**config.mk**
```make
export PLATFORM = sky130hd
export DESIGN_NAME = mips_run_ctrl_flat
export DESIGN_NICKNAME = d
export VERILOG_FILES = /design/src/rtl/mips_run_ctrl_pkg.sv /design/src/rtl/mips_run_ctrl_if.sv /design/src/rtl/mips_run_ctrl_sig_acc.sv /design/src/rtl/mips_run_ctrl.sv /design/src/flat_wrapper.sv
export SDC_FILE = /design/constraint.sdc
export NUM_CORES = 1
export LEC_CHECK = 0
export ABC_AREA = 1
export ABC_CLOCK_PERIOD_IN_PS = 1900
export BUFFER_PORTS_ARGS = -buffer_cell sky130_fd_sc_hd__buf_2
export CORE_MARGIN = 2
export CORE_UTILIZATION = 40
export DETAILED_ROUTE_END_ITERATION = 7
export SKIP_LAST_GASP = 1
export SYNTH_ARGS = -nofsm -noshare
export SYNTH_HDL_FRONTEND = slang
export SYNTH_SLANG_ARGS = --single-unit
```
**constraint.sdc**
```tcl
create_clock -name clk -period 1.9 [get_ports clk]
set_input_delay 0.095 -clock clk [delete_from_list [all_inputs] [get_ports clk]]
set_output_delay 0.095 -clock clk [all_outputs]
set_load 0.005 [all_outputs]
```
**src/rtl/mips_run_ctrl_pkg.sv**
```systemverilog
// mips_run_ctrl_pkg: shared state encoding and constants for the run controller
package mips_run_ctrl_pkg;
   typedef enum logic [1:0] {IDLE, HOLD, RUN, DONE} state_e;
   localparam logic [4:0] REG_ZERO = 5'd0;
   localparam int DEF_DATA_W = 32;
endpackage

```
**src/rtl/mips_run_ctrl_if.sv**
```systemverilog
// mips_run_ctrl_if: CPU observation, start/golden inputs and run status of the run controller
interface mips_run_ctrl_if
   import mips_run_ctrl_pkg::*;
#(
   parameter int DATA_W = DEF_DATA_W,
   parameter int CNT_W  = 16
) ();
   logic              start;
   logic [DATA_W-1:0] pc_in;
   logic              reg_write;
   logic [4:0]        write_reg;
   logic [DATA_W-1:0] write_data_reg;
   logic [DATA_W-1:0] expected_sig;
   logic              cpu_rst;
   logic              busy;
   logic              done;
   logic              halted;
   logic              timeout;
   logic              pass;
   logic [CNT_W-1:0]  cycle_count;
   logic [DATA_W-1:0] signature;
   modport master (
      output start, pc_in, reg_write, write_reg, write_data_reg, expected_sig,
      input  cpu_rst, busy, done, halted, timeout, pass, cycle_count, signature
   );
   modport slave (
      input  start, pc_in, reg_write, write_reg, write_data_reg, expected_sig,
      output cpu_rst, busy, done, halted, timeout, pass, cycle_count, signature
   );
endinterface

```
**src/rtl/mips_run_ctrl_sig_acc.sv**
```systemverilog
// mips_run_ctrl_sig_acc: write-back signature register, rotate-left-by-one then XOR data and register index
module mips_run_ctrl_sig_acc #(
   parameter int DATA_W = 32
) (
   input  logic              clk,
   input  logic              rst,
   input  logic              clr_i,
   input  logic              en_i,
   input  logic [DATA_W-1:0] data_i,
   input  logic [4:0]        idx_i,
   output logic [DATA_W-1:0] sig_o
);
   logic [DATA_W-1:0] sig_q;
   always_ff @(posedge clk) begin
      if (rst || clr_i) sig_q <= '0;
      else if (en_i) sig_q <= {sig_q[DATA_W-2:0], sig_q[DATA_W-1]} ^ data_i ^ {{(DATA_W-5){1'b0}}, idx_i};
   end
   assign sig_o = sig_q;
endmodule

```
**src/rtl/mips_run_ctrl.sv**
```systemverilog
// mips_run_ctrl: reset/run sequencer for MipsCPU with halt/timeout detection and write-back signature check
module mips_run_ctrl
   import mips_run_ctrl_pkg::*;
#(
   parameter int DATA_W      = DEF_DATA_W,
   parameter int RST_CYCLES  = 1,
   parameter int MAX_CYCLES  = 10,
   parameter int HALT_REPEAT = 2,
   parameter int CNT_W       = 16
) (
   input logic           clk,
   input logic           rst,
   mips_run_ctrl_if.slave bus
);
   state_e            state_q;
   logic [CNT_W-1:0]  hcnt_q, cnt_q, same_q, cnt_d, same_d;
   logic [DATA_W-1:0] prev_pc_q;
   logic              pc_valid_q, cpu_rst_q, busy_q, done_q, halted_q, timeout_q;
   logic              go, halt_d, tmo_d, sig_en;
   always_comb begin
      go     = bus.start && (state_q == IDLE || state_q == DONE);
      cnt_d  = &cnt_q ? cnt_q : cnt_q + CNT_W'(1);
      same_d = (pc_valid_q && bus.pc_in == prev_pc_q) ? same_q + CNT_W'(1) : '0;
      halt_d = same_d >= CNT_W'(HALT_REPEAT);
      tmo_d  = cnt_d >= CNT_W'(MAX_CYCLES);
      sig_en = state_q == RUN && bus.reg_write && bus.write_reg != REG_ZERO;
   end
   always_ff @(posedge clk) begin
      if (rst) begin
         state_q    <= IDLE;
         cpu_rst_q  <= 1'b1;
         busy_q     <= 1'b0;
         done_q     <= 1'b0;
         halted_q   <= 1'b0;
         timeout_q  <= 1'b0;
         hcnt_q     <= '0;
         cnt_q      <= '0;
         same_q     <= '0;
         prev_pc_q  <= '0;
         pc_valid_q <= 1'b0;
      end else if (go) begin
         state_q    <= HOLD;
         cpu_rst_q  <= 1'b1;
         busy_q     <= 1'b1;
         done_q     <= 1'b0;
         halted_q   <= 1'b0;
         timeout_q  <= 1'b0;
         hcnt_q     <= '0;
         cnt_q      <= '0;
         same_q     <= '0;
         pc_valid_q <= 1'b0;
      end else if (state_q == HOLD) begin
         if (hcnt_q == CNT_W'(RST_CYCLES - 1)) begin
            state_q   <= RUN;
            cpu_rst_q <= 1'b0;
         end else hcnt_q <= hcnt_q + CNT_W'(1);
      end else if (state_q == RUN) begin
         cnt_q      <= cnt_d;
         same_q     <= same_d;
         prev_pc_q  <= bus.pc_in;
         pc_valid_q <= 1'b1;
         // halt takes priority when both end conditions land on the same cycle
         if (halt_d || tmo_d) begin
            state_q   <= DONE;
            cpu_rst_q <= 1'b1;
            busy_q    <= 1'b0;
            done_q    <= 1'b1;
            halted_q  <= halt_d;
            timeout_q <= !halt_d;
         end
      end
   end
   mips_run_ctrl_sig_acc #(.DATA_W(DATA_W)) u_sig (
      .clk    (clk),
      .rst    (rst),
      .clr_i  (go),
      .en_i   (sig_en),
      .data_i (bus.write_data_reg),
      .idx_i  (bus.write_reg),
      .sig_o  (bus.signature)
   );
   assign bus.cpu_rst     = cpu_rst_q;
   assign bus.busy        = busy_q;
   assign bus.done        = done_q;
   assign bus.halted      = halted_q;
   assign bus.timeout     = timeout_q;
   assign bus.cycle_count = cnt_q;
   assign bus.pass        = done_q & halted_q & (bus.signature == bus.expected_sig);
endmodule

```
**src/flat_wrapper.sv**
```systemverilog
// flat-port wrapper written by rule: the top's interface ports become plain ports
module mips_run_ctrl_flat import mips_run_ctrl_pkg::*;
#(
   parameter int DATA_W      = DEF_DATA_W,
   parameter int RST_CYCLES  = 1,
   parameter int MAX_CYCLES  = 10,
   parameter int HALT_REPEAT = 2,
   parameter int CNT_W       = 16
)
  (clk, rst, bus_start, bus_pc_in, bus_reg_write, bus_write_reg, bus_write_data_reg, bus_expected_sig, bus_cpu_rst, bus_busy, bus_done, bus_halted, bus_timeout, bus_pass, bus_cycle_count, bus_signature);
  mips_run_ctrl_if #(.DATA_W(DATA_W), .CNT_W(CNT_W)) bus_i ();
  input logic clk;
  input logic rst;
  input wire logic [$bits(bus_i.start)-1:0] bus_start;
  input wire logic [$bits(bus_i.pc_in)-1:0] bus_pc_in;
  input wire logic [$bits(bus_i.reg_write)-1:0] bus_reg_write;
  input wire logic [$bits(bus_i.write_reg)-1:0] bus_write_reg;
  input wire logic [$bits(bus_i.write_data_reg)-1:0] bus_write_data_reg;
  input wire logic [$bits(bus_i.expected_sig)-1:0] bus_expected_sig;
  output wire logic [$bits(bus_i.cpu_rst)-1:0] bus_cpu_rst;
  output wire logic [$bits(bus_i.busy)-1:0] bus_busy;
  output wire logic [$bits(bus_i.done)-1:0] bus_done;
  output wire logic [$bits(bus_i.halted)-1:0] bus_halted;
  output wire logic [$bits(bus_i.timeout)-1:0] bus_timeout;
  output wire logic [$bits(bus_i.pass)-1:0] bus_pass;
  output wire logic [$bits(bus_i.cycle_count)-1:0] bus_cycle_count;
  output wire logic [$bits(bus_i.signature)-1:0] bus_signature;
  assign bus_i.start = bus_start;
  assign bus_i.pc_in = bus_pc_in;
  assign bus_i.reg_write = bus_reg_write;
  assign bus_i.write_reg = bus_write_reg;
  assign bus_i.write_data_reg = bus_write_data_reg;
  assign bus_i.expected_sig = bus_expected_sig;
  assign bus_cpu_rst = bus_i.cpu_rst;
  assign bus_busy = bus_i.busy;
  assign bus_done = bus_i.done;
  assign bus_halted = bus_i.halted;
  assign bus_timeout = bus_i.timeout;
  assign bus_pass = bus_i.pass;
  assign bus_cycle_count = bus_i.cycle_count;
  assign bus_signature = bus_i.signature;
  mips_run_ctrl #(.DATA_W(DATA_W), .RST_CYCLES(RST_CYCLES), .MAX_CYCLES(MAX_CYCLES), .HALT_REPEAT(HALT_REPEAT), .CNT_W(CNT_W)) u_core (.clk(clk), .rst(rst), .bus(bus_i));
endmodule
```
# Word-level counts from Yosys, hierarchy flattened
# Index checks and enable logic that the tools add are counted.
# totals
regBits	120
inputBits	105
output_inout_bits	54
elab_cells	74
# classes
n_addsub	3
magnitude_cmp	2
n_eq_ne	8
muxes	15
n_bitwise	7
n_reduce_logical	26
# ops
op	count
$eq 32x32->1	2
$add 16x1->16 const B	3
$mux 16	2
$xor 32x32->32	1
$xor 32x5->32	1
$ge 16x2->1 const B	1
$ge 16x4->1 const B	1
$logic_not 16->1	1
$reduce_and 16->1	1
$reduce_and 3->1	5
$mux 1	9
$mux 2	4
$reduce_bool 2->1	4
$reduce_bool 3->1	2
$reduce_bool 5->1	1
$eq 2x2->1 const B	2
$logic_and 1x1->1	4
$ne 2x2->1 const B	2
$reduce_and 2->1	2
$logic_or 1x1->1	3
$ne 3x3->1 const B	1
$not 1->1	3
$and 1x1->1	2
$eq 2x1->1 const B	1
3 further kinds	3

# Longest topological paths before layout
# depth
depth_word	9
depth_mapped	18

# Modules after synthesis
# From an unflattened synthesis, not the netlist that was laid out.
# hier_totals
cells_unflattened	1074
area_unflattened_um2	7083.0
# modules_own_cells
module	instances	cells_per_inst	area_per_inst_um2	seq_area_each_um2
mips_run_ctrl	1	834	5418.9	1761.7
mips_run_ctrl_sig_acc	1	240	1664.1	640.6

# Worst setup path before layout
# Ideal clock, no wire load.
# synth_timing
kind	register to register
start	register u_core.cnt_q[0], in the netlist u_core.bus.cycle_count[0]
end	register u_core.state_q[0]
setup_ps	115
t_arrival_ps	1904
required_time_ps	1785
slack_ps	-119
stages_incl_launch_ff	17
synth_period_minus_slack_ps	2019
cell_sequence	dfxtp_1 ha_1 nand2_1 inv_2 nand2_2 nor2_4 nand3b_2 o21ai_2 nand2_1 nor2_2 nand2_1 nor2_1 nand2_1 nor2_2 nand3_1 a21oi_1 nor2_1
# synth_via
elab_chain_len	6
word_cells_on_any_way	7
cone_classes	add/sub (1); order compare (1); mux (1); reduce/logical (4)
# synth_rtl
item	line	rtl
start: declaration	mips_run_ctrl.sv:16	logic [CNT_W-1:0] hcnt_q, cnt_q, same_q, cnt_d, same_d;
start signal: assignment	mips_run_ctrl.sv:58	cnt_q <= cnt_d;
$add 16x1->16 or $reduce_and 16->1 (tied branches)	mips_run_ctrl.sv:22	cnt_d = &cnt_q ? cnt_q : cnt_q + CNT_W'(1);
$mux 16 *	mips_run_ctrl.sv:22	
$ge 16x4->1 *	mips_run_ctrl.sv:25	tmo_d = cnt_d >= CNT_W'(MAX_CYCLES);
$logic_or 1x1->1 *	mips_run_ctrl.sv:63	if (halt_d || tmo_d) begin
$reduce_bool 3->1 (no line) *	--	
$reduce_and 3->1 (no line) *	--	
end signal: assignment	mips_run_ctrl.sv:30	state_q <= IDLE;
end signal: assignment	mips_run_ctrl.sv:42	state_q <= HOLD;
end signal: assignment	mips_run_ctrl.sv:64	state_q <= DONE;
end: declaration	mips_run_ctrl.sv:15	state_e state_q;
# Mark *: on every way between the ends. The rest lies on a longest branch, timed or not.
# A chain may end at the register's enable or synchronous reset.

# Worst setup path in the final report
# layout_timing
start	register u_core.cnt_q[0], in the netlist u_core.bus.cycle_count[0]
end	register u_core.timeout_q, in the netlist u_core.bus.timeout
# layout_via
elab_chain_len	5
word_cells_on_any_way	6
cone_classes	add/sub (1); order compare (1); mux (1); reduce/logical (3)
# layout_rtl
item	line	rtl
$add 16x1->16 or $reduce_and 16->1 (tied branches)	mips_run_ctrl.sv:22	
$mux 16 *	mips_run_ctrl.sv:22	
$ge 16x4->1 *	mips_run_ctrl.sv:25	
$logic_or 1x1->1 *	mips_run_ctrl.sv:63	
$reduce_and 3->1 (no line) *	--	
end signal: assignment	mips_run_ctrl.sv:69	timeout_q <= !halt_d;
end: declaration	mips_run_ctrl.sv:18	logic pc_valid_q, cpu_rst_q, busy_q, done_q, halted_q, timeout_q;
# Marked as above.

==> results.txt <==
FF+latch count, synth - 120
CP bufs+invs - 4
GR Util All Layers - 23.9%
Mapped Avg Cell Area - 6.70 µm²
Final nets - 1475
Vias - 7892
Final WS setup - -0.193 ns
Levels on crit path - 17
Die Wd - 136 µm
Worst path cell trace - ha_4 -> nand2_2 -> inv_2 -> nand2_2 -> inv_1 -> nand2_2 -> nor2_4 -> nor2_1 -> inv_1 -> nand2_1 -> nor3b_2 -> nand2_1 -> nor2_2 -> inv_2 -> nand3_2 -> nand2_1 -> nor2_1
Number of core rows - 48
Worst Max-Slew Pin Slew - 0.378 ns
TritonCTS clock tree - yes
# DRC - 0
Worst Path Max Fanout - 6
Layout area overhead - 48.4%
DR iter-0 viols - 462
Top Family by Delay on Critical Path - simple AND/OR/NAND/NOR gates
CP max stage delay - 0.37 ns
Drt wl/cell - 13.8 µm
Flop-to-flop setup slack - -0.19 ns
Violated checks - negative setup slack
Synthesized net count - 1158
RePlAce Congestion - 0.885
Top post-synthesis cells by area - dfxtp_1 (34%), nand2_1 (11%), inv_1 (7.9%), o21ai_0 (7.2%), a21oi_1 (6.6%)
Power Dens Cells - 868 nW/µm²
First-pass GRT wire length - 35.5 mm
Cell variety after synth - 46
Crit path time final - 2.09 ns
Dpl hpwl - 15.9 mm
Max IR drop VDD - 0.000670 V
Tcrit/Tclk final - 110%
Req. time, crit path - 2.21 ns
Pin count of the biggest net entering global routing - 69
Final hold violation count - 0
Min-delay worst type - primary input to register
Final global-route overflow total - 0
Num CTS Buffers - 17
Vias per inst - 4.93
Register area share after synthesis - 34.3%
ANT cells - 0
YS warnings - 0
Initial Util - 40.7%
H-Tree Depth - 4
CP Launch Type - register
Fmax - 0.478 GHz
Most frequent cells in the layout - nand2_1 (197), buf_2 (158), inv_1 (146)
Worst Path Class, Setup - register to register
Final setup violation count - 8
Drt first pass iters - 5
Static Leak - 4.94 nW
Worst Skew - 0.00837 ns
Share of cells above drive strength 1 - 31.1%
Share of the synthesized area in the top cell type - 34.3%
CTS sink cnt - 120
Outcome - finished, violations left
Max transition margin - 74.7%
Clk slew on worst S/H paths - 0.06 ns
R2R cell count - 17
DIE HEIGHT - 136 µm
Worst setup EP type - register
Port-buffer cells - 158
Max Buffers Root-to-Sink - 2
Core Region - 17200 µm²
Initial antenna violation count - 0
Area leader, netlist - dfxtp_1
Slowest cell on crit path - dfxtp_4
CTS root buf - clkbuf_16
Place WS - -0.195 ns
Syn Std Cell Area - 7010 µm²
# Max-Cap Violations - 0
Hold depth - 3
Slew Viols, Final - 0
Vias in the first global route - 7407
Post-route ant nets - 0
Die area - 18600 µm²
Arrival @ worst endpoint - 2.40 ns
Latest clock arrival within the worst-skew pair - 0.41 ns
Setup TNS - -1.18 ns
Routed wire length - 22.1 mm
Boundary Pins - 159
Mapped Cells - 1047
RSZ-0062 raised after global routing - yes
Commonest non-fill, non-tap cell in the layout - nand2_1
[Yosys cell counts (all sizes together)]
| cell type | instances |
|---|---|
| nand2 | 211 |
| inv | 151 |
| dfxtp | 120 |
| nor2 | 114 |
| o21ai | 102 |
| a21oi | 93 |
| nand3 | 39 |
| xor2 | 39 |
| clkbuf | 29 |
| xnor2 | 27 |
| nand4 | 20 |
| nor3 | 18 |
| a211oi | 17 |
| o211ai | 12 |
| buf | 6 |
| ha | 6 |
| nor4 | 6 |
| o22ai | 6 |
| or2 | 6 |
| a221oi | 5 |
| o21a | 4 |
| a22o | 2 |
| nand3b | 2 |
| nor3b | 2 |
| o2111ai | 2 |
| a221o | 1 |
| a31oi | 1 |
| and2 | 1 |
| and3 | 1 |
| o21bai | 1 |
| o221a | 1 |
| o31ai | 1 |
| o41ai | 1 |
[final cells by class]
class	instances	area, µm²
Multi-Input combinational cell	741	4190
Inverter	151	567
Sequential cell	120	2440
Clock inverter	7	135
Fill cell	1581	6830
Tap cell	225	282
Clock buffer	25	517
Timing Repair Buffer	333	2280
[through the flow]
step                      hold WS, ns  total power [mW]  std cells  instance area, µm²  utilization, %
after global routing           0.0270              9.50       1602               10400            60.4
after global placement          0.332              5.18       1511                8900            51.6
after detailed placement        0.334              5.21       1511                8900            51.6
after floorplan                 0.164              4.31       1047                7050               -
after CTS                      0.0138              8.93       1597               10200            59.3
final                          0.0247              9.03       1602               10400            60.4
[metal layers]
layer / vias up / part of all wire (%) / track usage (%)
met3: 20 / 4.1 / 3.77
li1: 4066 / - / -
met2: 180 / 48 / 40.4
met4: 0 / 1.1 / 7.12
met1: 3626 / 47 / 31.4
met5: - / 0 / 0
[worst paths after layout]
check | start | end
worst max-delay path | u_core.bus.cycle_count[0] | u_core.bus.timeout
worst min-delay path | bus_write_data_reg[16] | u_core.u_sig.sig_o[16]
worst max register to register | u_core.bus.cycle_count[0] | u_core.bus.timeout
worst min register to register | u_core.hcnt_q[0] | u_core.hcnt_q[0]
[cell families after synthesis]
logic type / share of synthesized area [%]
fa+ha+maj: 1.07
buf+inv: 10.1
xor+xnor: 8.25
flops: 34.3
compound gates: 20.0
simple gates: 26.3
[worst min-delay path: stages]
cell and delay, ns:
buf_2 0.09, xnor2_1 0.13, a211oi_1 0.07
[registers in the layout (all words and copies together), names as in the netlist]
signal and flops:
u_core.state_q 2, u_core.pc_valid_q 1, u_core.same_q 16, u_core.bus.busy 1
u_core.u_sig.sig_o 32, u_core.bus.halted 1, u_core.hcnt_q 16, u_core.bus.cpu_rst 1
u_core.bus.cycle_count 16, u_core.bus.done 1, u_core.prev_pc_q 32, u_core.bus.timeout 1
[timing repair]
action,in CTS,in global routing
setup buffers,8,5
pin swaps,10,8
cloned,0,1
resized for setup,45,45
hold endpoints to repair,46,0
hold buffers,46,0
setup endpoints to repair,10,49
[power by group]
| part | internal (mW) | total (mW) | switching, mW |
|---|---|---|---|
| clock | 2.41 | 3.59 | 1.18 |
| sequential | 2.79 | 3.01 | 0.222 |
| combinational | 1.06 | 2.42 | 1.36 |
| total | 6.26 | 9.03 | 2.77 |
(Power assumes the default switching activity.)
